$ cat config.mk
export PLATFORM = sky130hd
export DESIGN_NAME = seg_scan_controller
export DESIGN_NICKNAME = d
export VERILOG_FILES = /design/src/rtl/seg_pkg.sv /design/src/rtl/seg_scan_controller_hex.sv /design/src/rtl/seg_scan_controller.sv
export SDC_FILE = /design/constraint.sdc
export NUM_CORES = 1
export LEC_CHECK = 0
export BUFFER_PORTS_ARGS = -buffer_cell sky130_fd_sc_hd__buf_2
export CELL_PAD_IN_SITES_DETAIL_PLACEMENT = 1
export CELL_PAD_IN_SITES_GLOBAL_PLACEMENT = 1
export CORE_ASPECT_RATIO = 0.7
export CORE_UTILIZATION = 42
export CTS_CLUSTER_DIAMETER = 150
export DETAILED_ROUTE_END_ITERATION = 8
export MAX_ROUTING_LAYER = met4
export PLACE_DENSITY_LB_ADDON = 0.2
export SLEW_MARGIN = 20
export SYNTH_ARGS = -nofsm -noshare
export SYNTH_HDL_FRONTEND = slang
export SYNTH_SLANG_ARGS = --single-unit
$ cat constraint.sdc
create_clock -name clk -period 3 [get_ports clk]
set_input_delay 0.45 -clock clk [delete_from_list [all_inputs] [get_ports clk]]
set_output_delay 0.45 -clock clk [all_outputs]
set_load 0.05 [all_outputs]
$ cat src/rtl/seg_pkg.sv
// Shared types and constants for the seven-segment scan controller.
//   scan_state_t : per-digit-slot scan phase (anti-ghost blanking, then drive)
//   SEG_BLANK    : all cathodes off (active-low)
//   HEX_SEG      : nibble -> gfedcba active-low pattern, index 0..15
package seg_pkg;

  typedef enum logic {
    S_BLANK,
    S_DRIVE
  } scan_state_t;

  localparam logic [6:0] SEG_BLANK = 7'h7F;

  localparam logic [6:0] HEX_SEG [16] = '{
    7'h40, 7'h79, 7'h24, 7'h30, 7'h19, 7'h12, 7'h02, 7'h78,
    7'h00, 7'h10, 7'h08, 7'h03, 7'h46, 7'h21, 7'h06, 7'h0E
  };

endpackage

$ cat src/rtl/seg_scan_controller_hex.sv
// hex_to_7seg: combinational nibble to seven-segment decoder.
//   nibble in  4  hex digit
//   segs   out 7  cathodes gfedcba, active-low
module hex_to_7seg
  import seg_pkg::*;
(
  input  logic [3:0] nibble,
  output logic [6:0] segs
);

  always_comb begin
    segs = HEX_SEG[nibble];
  end

endmodule

$ cat src/rtl/seg_scan_controller.sv
// seg_scan_controller: time-multiplexes a 32-bit value onto an 8-digit
// seven-segment display as hex digits (digit 0 = least significant nibble).
// Updates go through a one-entry shadow register (valid/ready) and are only
// copied to the displayed value at frame boundaries, so a frame never tears.
//   clk          in   1           clock
//   rst          in   1           asynchronous reset, active-low
//   value_i      in   32          value to display
//   value_valid  in   1           value_i offered
//   value_ready  out  1           shadow register free
//   seg          out  NUM_DIGITS  anode enables, active-low
//   display      out  7           cathodes gfedcba, active-low
//   frame_done   out  1           pulse on the last cycle of the last digit
// Build option: define SEG_LZ_BLANK_EN for leading-zero suppression.
module seg_scan_controller
  import seg_pkg::*;
#(
  parameter int CLK_HZ     = 25_000_000,
  parameter int REFRESH_HZ = 1_000,
  parameter int NUM_DIGITS = 8,
  parameter int BLANK_CYC  = 4
) (
  input  logic                  clk,
  input  logic                  rst,
  input  logic [31:0]           value_i,
  input  logic                  value_valid,
  output logic                  value_ready,
  output logic [NUM_DIGITS-1:0] seg,
  output logic [6:0]            display,
  output logic                  frame_done
);

  localparam int TICKS = CLK_HZ / (REFRESH_HZ * NUM_DIGITS);
  localparam int TW    = (TICKS > 1) ? $clog2(TICKS) : 1;
  localparam int DW    = (NUM_DIGITS > 1) ? $clog2(NUM_DIGITS) : 1;

  scan_state_t           state, state_nxt;
  logic [TW-1:0]         tick, tick_nxt;
  logic [DW-1:0]         digit, digit_nxt;
  logic [31:0]           active, pending;
  logic                  pending_full;
  logic                  wrap;
  logic                  lz;
  logic [3:0]            nibble;
  logic [6:0]            nib_seg;
  logic [NUM_DIGITS-1:0] seg_nxt;
  logic [6:0]            disp_nxt;

  assign nibble = active[{digit, 2'b00} +: 4];

  hex_to_7seg u_hex (
    .nibble (nibble),
    .segs   (nib_seg)
  );

`ifdef SEG_LZ_BLANK_EN
  // Blank when this and every more significant nibble is zero; digit 0 always shows.
  assign lz = (digit != '0) && ((active >> {digit, 2'b00}) == '0);
`else
  assign lz = 1'b0;
`endif

  always_comb begin
    state_nxt = state;
    tick_nxt  = tick + 1'b1;
    digit_nxt = digit;
    wrap      = 1'b0;
    seg_nxt   = '1;
    disp_nxt  = SEG_BLANK;
    case (state)
      S_BLANK: begin
        if (tick == TW'(BLANK_CYC - 1)) state_nxt = S_DRIVE;
      end
      S_DRIVE: begin
        seg_nxt  = ~(NUM_DIGITS'(1) << digit);
        disp_nxt = lz ? SEG_BLANK : nib_seg;
        if (tick == TW'(TICKS - 1)) begin
          tick_nxt  = '0;
          state_nxt = S_BLANK;
          if (digit == DW'(NUM_DIGITS - 1)) begin
            digit_nxt = '0;
            wrap      = 1'b1;
          end else begin
            digit_nxt = digit + 1'b1;
          end
        end
      end
      default: state_nxt = S_BLANK;
    endcase
  end

  // Pin outputs are registered, so they trail the scan state by one cycle.
  always_ff @(posedge clk or negedge rst) begin
    if (!rst) begin
      state   <= S_BLANK;
      tick    <= '0;
      digit   <= '0;
      seg     <= '1;
      display <= SEG_BLANK;
    end else begin
      state   <= state_nxt;
      tick    <= tick_nxt;
      digit   <= digit_nxt;
      seg     <= seg_nxt;
      display <= disp_nxt;
    end
  end

  // A load only happens while pending is empty, so it never collides with the
  // boundary transfer; a same-cycle load waits in pending for the next frame.
  always_ff @(posedge clk or negedge rst) begin
    if (!rst) begin
      active       <= '0;
      pending      <= '0;
      pending_full <= 1'b0;
    end else if (wrap && pending_full) begin
      active       <= pending;
      pending_full <= 1'b0;
    end else if (value_valid && !pending_full) begin
      pending      <= value_i;
      pending_full <= 1'b1;
    end
  end

  assign value_ready = ~pending_full;
  assign frame_done  = wrap;

endmodule

Yosys cells after proc, flatten, opt, wreduce, memory -nomap -nowiden
Memory sizes are Yosys's and may differ from the RTL's.
Index checks and enable logic that the tools add are counted.
Widths: inputs -> output; s select.

operators by class
  $add $sub $neg = 2
  order comparisons = 1
  equality and inequality tests = 3
  shift-type cells = 2
  muxes and demuxes = 15
  bitwise logic cells = 5
  reduce and logical (&&, ||, !) cells = 6

operator list
  operator               count
  $shiftx 32x6->4        1
  $mux 12                2
  $mux 7                 3
  $add 12x1->12 const B  1
  $eq 12x12->1 const B   1
  $eq 12x2->1 const B    1
  $mux 8                 1
  $not 8->8              1
  $shl 1x3->8 const A    1
  $mux 1                 7
  $ge 5x5->1 const B     1
  $not 4->5              1
  $reduce_and 2->1       2
  $add 3x1->3 const B    1
  $eq 3x3->1 const B     1
  $mux 3                 1
  $not 1->1              3
  $logic_and 1x1->1      2
  $pmux 1 s2             1
  $reduce_bool 2->1      1
  $logic_not 1->1        1

word-level totals
  register bits after elaboration = 96
  ROM bits = 112
  bits of input ports = 35
  memories = 1

memory list
  memory            depth  width  rd ports  clocked after memory_dff  write ports  RTL line                       text
  (name not given)  16     7      1         0                         0            seg_scan_controller_hex.sv:12  segs = HEX_SEG[nibble];

Longest topological paths before layout
  word-level depth = 7
  depth in mapped cells = 8
  depth with buffers taken out = 7

Modules after synthesis
From an unflattened synthesis, not the netlist that was laid out.

second synthesis, totals
  cell total of the unflattened synthesis = 313
  area total of the unflattened synthesis = 4259.1 µm²

by module, submodules not included
  module               times used  cells each  area an instance (µm²)
  seg_scan_controller  1           278         4011.3
  hex_to_7seg          1           35          247.7

Worst setup path before layout
Ideal clock, no wire load.

  path kind = register to register
  start = register digit[0]
  end = register display[0]
  setup time = 0.080 ns
  data arrival time = 2.374 ns
  path slack = 0.546 ns
  cell stages (with the launch flop) = 8
  path buffers = 1
  clock period less this slack = 2.454 ns
  cells stage by stage = dfrtp_1 buf_2 mux4_2 mux2i_1 inv_1 ha_1 mux2_2 o22a_1

on the way
  cells in the longest elaborated chain, start to end = 6

RTL lines
  element                                     RTL line                       text
  start, declared                             seg_scan_controller.sv:38      logic [DW-1:0] digit, digit_nxt;
  start signal, assigned                      seg_scan_controller.sv:102     digit <= digit_nxt;
  $shiftx 32x6->4                             seg_scan_controller.sv:48      assign nibble = active[{digit, 2'b00} +: 4];
  $not 4->5 (not written as such)             seg_scan_controller_hex.sv:12
  $mem_v2 16x7                                -
  $mux 7 (not written as such) (2 in series)  seg_scan_controller_hex.sv:12
  $mux 7                                      seg_scan_controller.sv:69      case (state)
  net disp_nxt[0]                             seg_scan_controller.sv:46      logic [6:0] disp_nxt;
  end signal, assigned                        seg_scan_controller.sv:104     display <= disp_nxt;
  end, declared                               seg_scan_controller.sv:28      output logic [6:0] display,

The timed path passes the listed nets, and every way through them passes these cells. The select of a mux whose other input is x is not followed.
A chain may end at the register's enable or synchronous reset.

Worst setup path after layout
  start = register tick[8]
  end = output port frame_done

on the way
  cells in the longest elaborated chain, start to end = 3

RTL lines
  element                 RTL line                    text
  start, declared         seg_scan_controller.sv:37   logic [TW-1:0] tick, tick_nxt;
  start signal, assigned  seg_scan_controller.sv:101  tick <= tick_nxt;
  $eq 12x12->1            seg_scan_controller.sv:76   if (tick == TW'(TICKS - 1)) begin
  $mux 1                  seg_scan_controller.sv:76
  $mux 1                  seg_scan_controller.sv:69
  end, declared           seg_scan_controller.sv:29   output logic frame_done

Every way passes these cells.

==> flow_summary.toml <==
[finish]
drive_above_1_share = 0.4573
register_area_mm2 = 0.002421
nets = 407
diodes = 0
utilization = 0.5133
multi_input_area_mm2 = 0.001784
design_area_mm2 = 0.005067
area_growth_pct = 17.02
fillCellCount = 1001

[placed_design]
gp_congestion = 0.7493
postPlaceCellArea_mm2 = 0.004737
port_buffers = 51
hpwl_mm = 5.963

[timing]
finalSetupTns_ns = 0
finClkSkew_ns = 0.008485
worst_pin_slew_ns = 0.6214
slew_headroom = 0.5857
period_share = 0.9091
finalSetupViolations = 0
min_period_ns = 2.727
hold_viol_final = 0
final_max_slew_viol_count = 0
rsz0062_at_grt = "no"
clock.fmax_ghz = 0.3667

[drt]
first_pass_iters = 4
drt-wirelength-per-cell_um = 17.51
routed-via-count = 2511
dr.first_iter.drc_count = 136
avgViaCountPerCell = 5.114
drc = 0
routed_wl_mm = 8.599
final_antenna_net_count = 0

[clock_tree]
ctsResizeCount = 0
insertion_delay_ns = 0.35
cts_setup_buffers = 0
cts-root-buf = "clkbuf_16"
cts_max_level = 3
clkSinkCount = 96
holdBufCountCts = 0
tritoncts.num_buffers = 9
cts.clk_slew.worst_paths_ns = 0.07
clock_path_buffers = 2
tritoncts = "done"

[synthesis]
yosysWarnings = 0
synth_ff_type = "dfrtp_1"
synth_nets = 352
synth-seq-cells = 96
synthArstFlopShare = 1.000
synth.avg_cell_area_um2 = 14.29
ys_top_cells_by_count = "dfrtp_1, mux2_2, mux2_4, nand2_1, dfstp_2"
synthTopCellsByArea = "dfrtp_1, mux2_4, mux2_2"
yosysMostFrequentCell = "dfrtp_1"
synth_top_area_share = 0.4681
synth-edff-count = 0
yosysUniqueCellTypes = 38
synth_top_area_cell = "dfrtp_1"
synth_seq_area_share = 0.5591
syn_area_mm2 = 0.004330
synth_cells = 303

[run_status]
status = "complete, no violations"

[global_routing]
grt_pass1_wl_mm = 14.60
grt_max_degree = 50
grt_pass1_vias = 2697
antenna_found_initial = 0
grt_usage = 0.1913
grt_overflow_total = 0

[worst_setup_path]
cp.required_ns = 2.55
arrival_ns = 2.28
cp_slowest_cell = "or4_4"
critPathLaunch = "tick[8]$_DFF_PN0_"
critPathKind = "flip-flop to output pin"
cp_max_fo = 5
crit_chain = "or4_4 -> nor4_4 -> and3_1 -> buf_2"
worstSetupEndpointType = "output pin"
crit_path_max_incr_delay_ns = 0.58
reg2reg_from = "digit[0]$_DFFE_PN0P_"
start_kind = "flip-flop"
worstRegToRegCells = 7

[floorplan]
die_area_mm2 = 0.01073
rows = 30
chipHeight_um = 86.96
initial_core_util = 0.4387
core_area_mm2 = 0.009872
io_pins = 52
fp.dieW_um = 123.4

[power_and_ir_drop]
ir_drop_mv = 0.2975
powerDensity_mw_per_mm2 = 540.6
p_leak_uw = 0.002490

[hold_path]
hp-class = "primary input to asynchronous set/reset pin"

[flow_run]
maxCapViolCount = 0
power by group:
part / switching (µW) / internal, µW / leakage [µW]
clock: 494 / 756 / 0.000151
sequential: 35.4 / 1350 / 0.00120
combinational: 43.2 / 60.1 / 0.00114
sequential cells by signal, summed over array words and instances, names as in the netlist:
| name | flops |
|---|---|
| active | 32 |
| digit | 3 |
| display | 7 |
| pending | 32 |
| pending_full | 1 |
| seg | 8 |
| state | 1 |
| tick | 12 |
metal layers:
layer | up-vias | share of wire | global-route usage | wire length (µm)
met4 | 0 | 0.011 | 0.06243 | 91
met3 | 6 | 0.038 | 0.05105 | 329
met1 | 1282 | 0.51 | 0.2726 | 4415
met2 | 49 | 0.44 | 0.2626 | 3761
li1 | 1174 | - | - | -
met5 | - | 0 | - | 0
critical path, delay by kind of cell, from the launching register on:
kind | cells | cell delay (ns)
buffers and inverters | 1 | 0.26
flip-flops | 1 | 0.44
AND/OR/NAND/NOR | 3 | 1.23
path summary, 6_finish.rpt:
path                       slack, ns                       end
min in group clk                0.33  pending_full$_DFFE_PN0P_
hold reg to reg                 0.50         tick[6]$_DFF_PN0_
max in group asynchronous       2.17          seg[4]$_DFF_PN1_
hold / removal                  0.12    pending[6]$_DFFE_PN0P_
setup / recovery                0.27                frame_done
setup reg to reg                0.58      display[3]$_DFF_PN1_
area by class of cell:
| class | count | share of cell area |
|---|---|---|
| clock buffer | 10 | 0.04716 |
| tap | 128 | 0.03161 |
| sequential | 96 | 0.4778 |
| multi-input combinational | 180 | 0.3521 |
| clock inverter | 6 | 0.01802 |
| inverter | 13 | 0.009630 |
| timing repair buffer | 58 | 0.06370 |
layout by cell type (no fill, tap or decap), drive strengths merged, types with 2 or more instances in the layout:
master    instances
dfrtp            81
mux2             67
buf              58
nand2            16
dfstp            15
ha               14
inv              13
nand3            12
nor2             12
mux2i            11
clkbuf           10
mux4              6
o21ai             6
nand4             6
xor2              5
xnor2             4
o221ai            3
clkinvlp          3
o22a              2
and2              2
bufinv            2
or4               2
nor4              2
logic make-up after synthesis:
logic type	synth area share
AO/OA/AOI/OAI	0.02427
XOR/XNOR	0.01820
adder cells (fa/ha/maj)	0.04045
buffers and inverters	0.02947
flip-flops	0.5591
multiplexers	0.2560
AND/OR/NAND/NOR	0.07253
stage by stage:
stage	std cells	setup slack, ns	total power [µW]	hold slack [ns]
global route	491	0.1617	2851	0.1631
finish	491	0.2727	2739	0.1230
detailed placement	475	0.5578	1519	0.4927
CTS	491	0.2530	2779	0.1422
floorplan	303	0.5463	1445	0.1544
global placement	475	0.6336	1511	0.4889
Power figures use the tool's default switching activity.
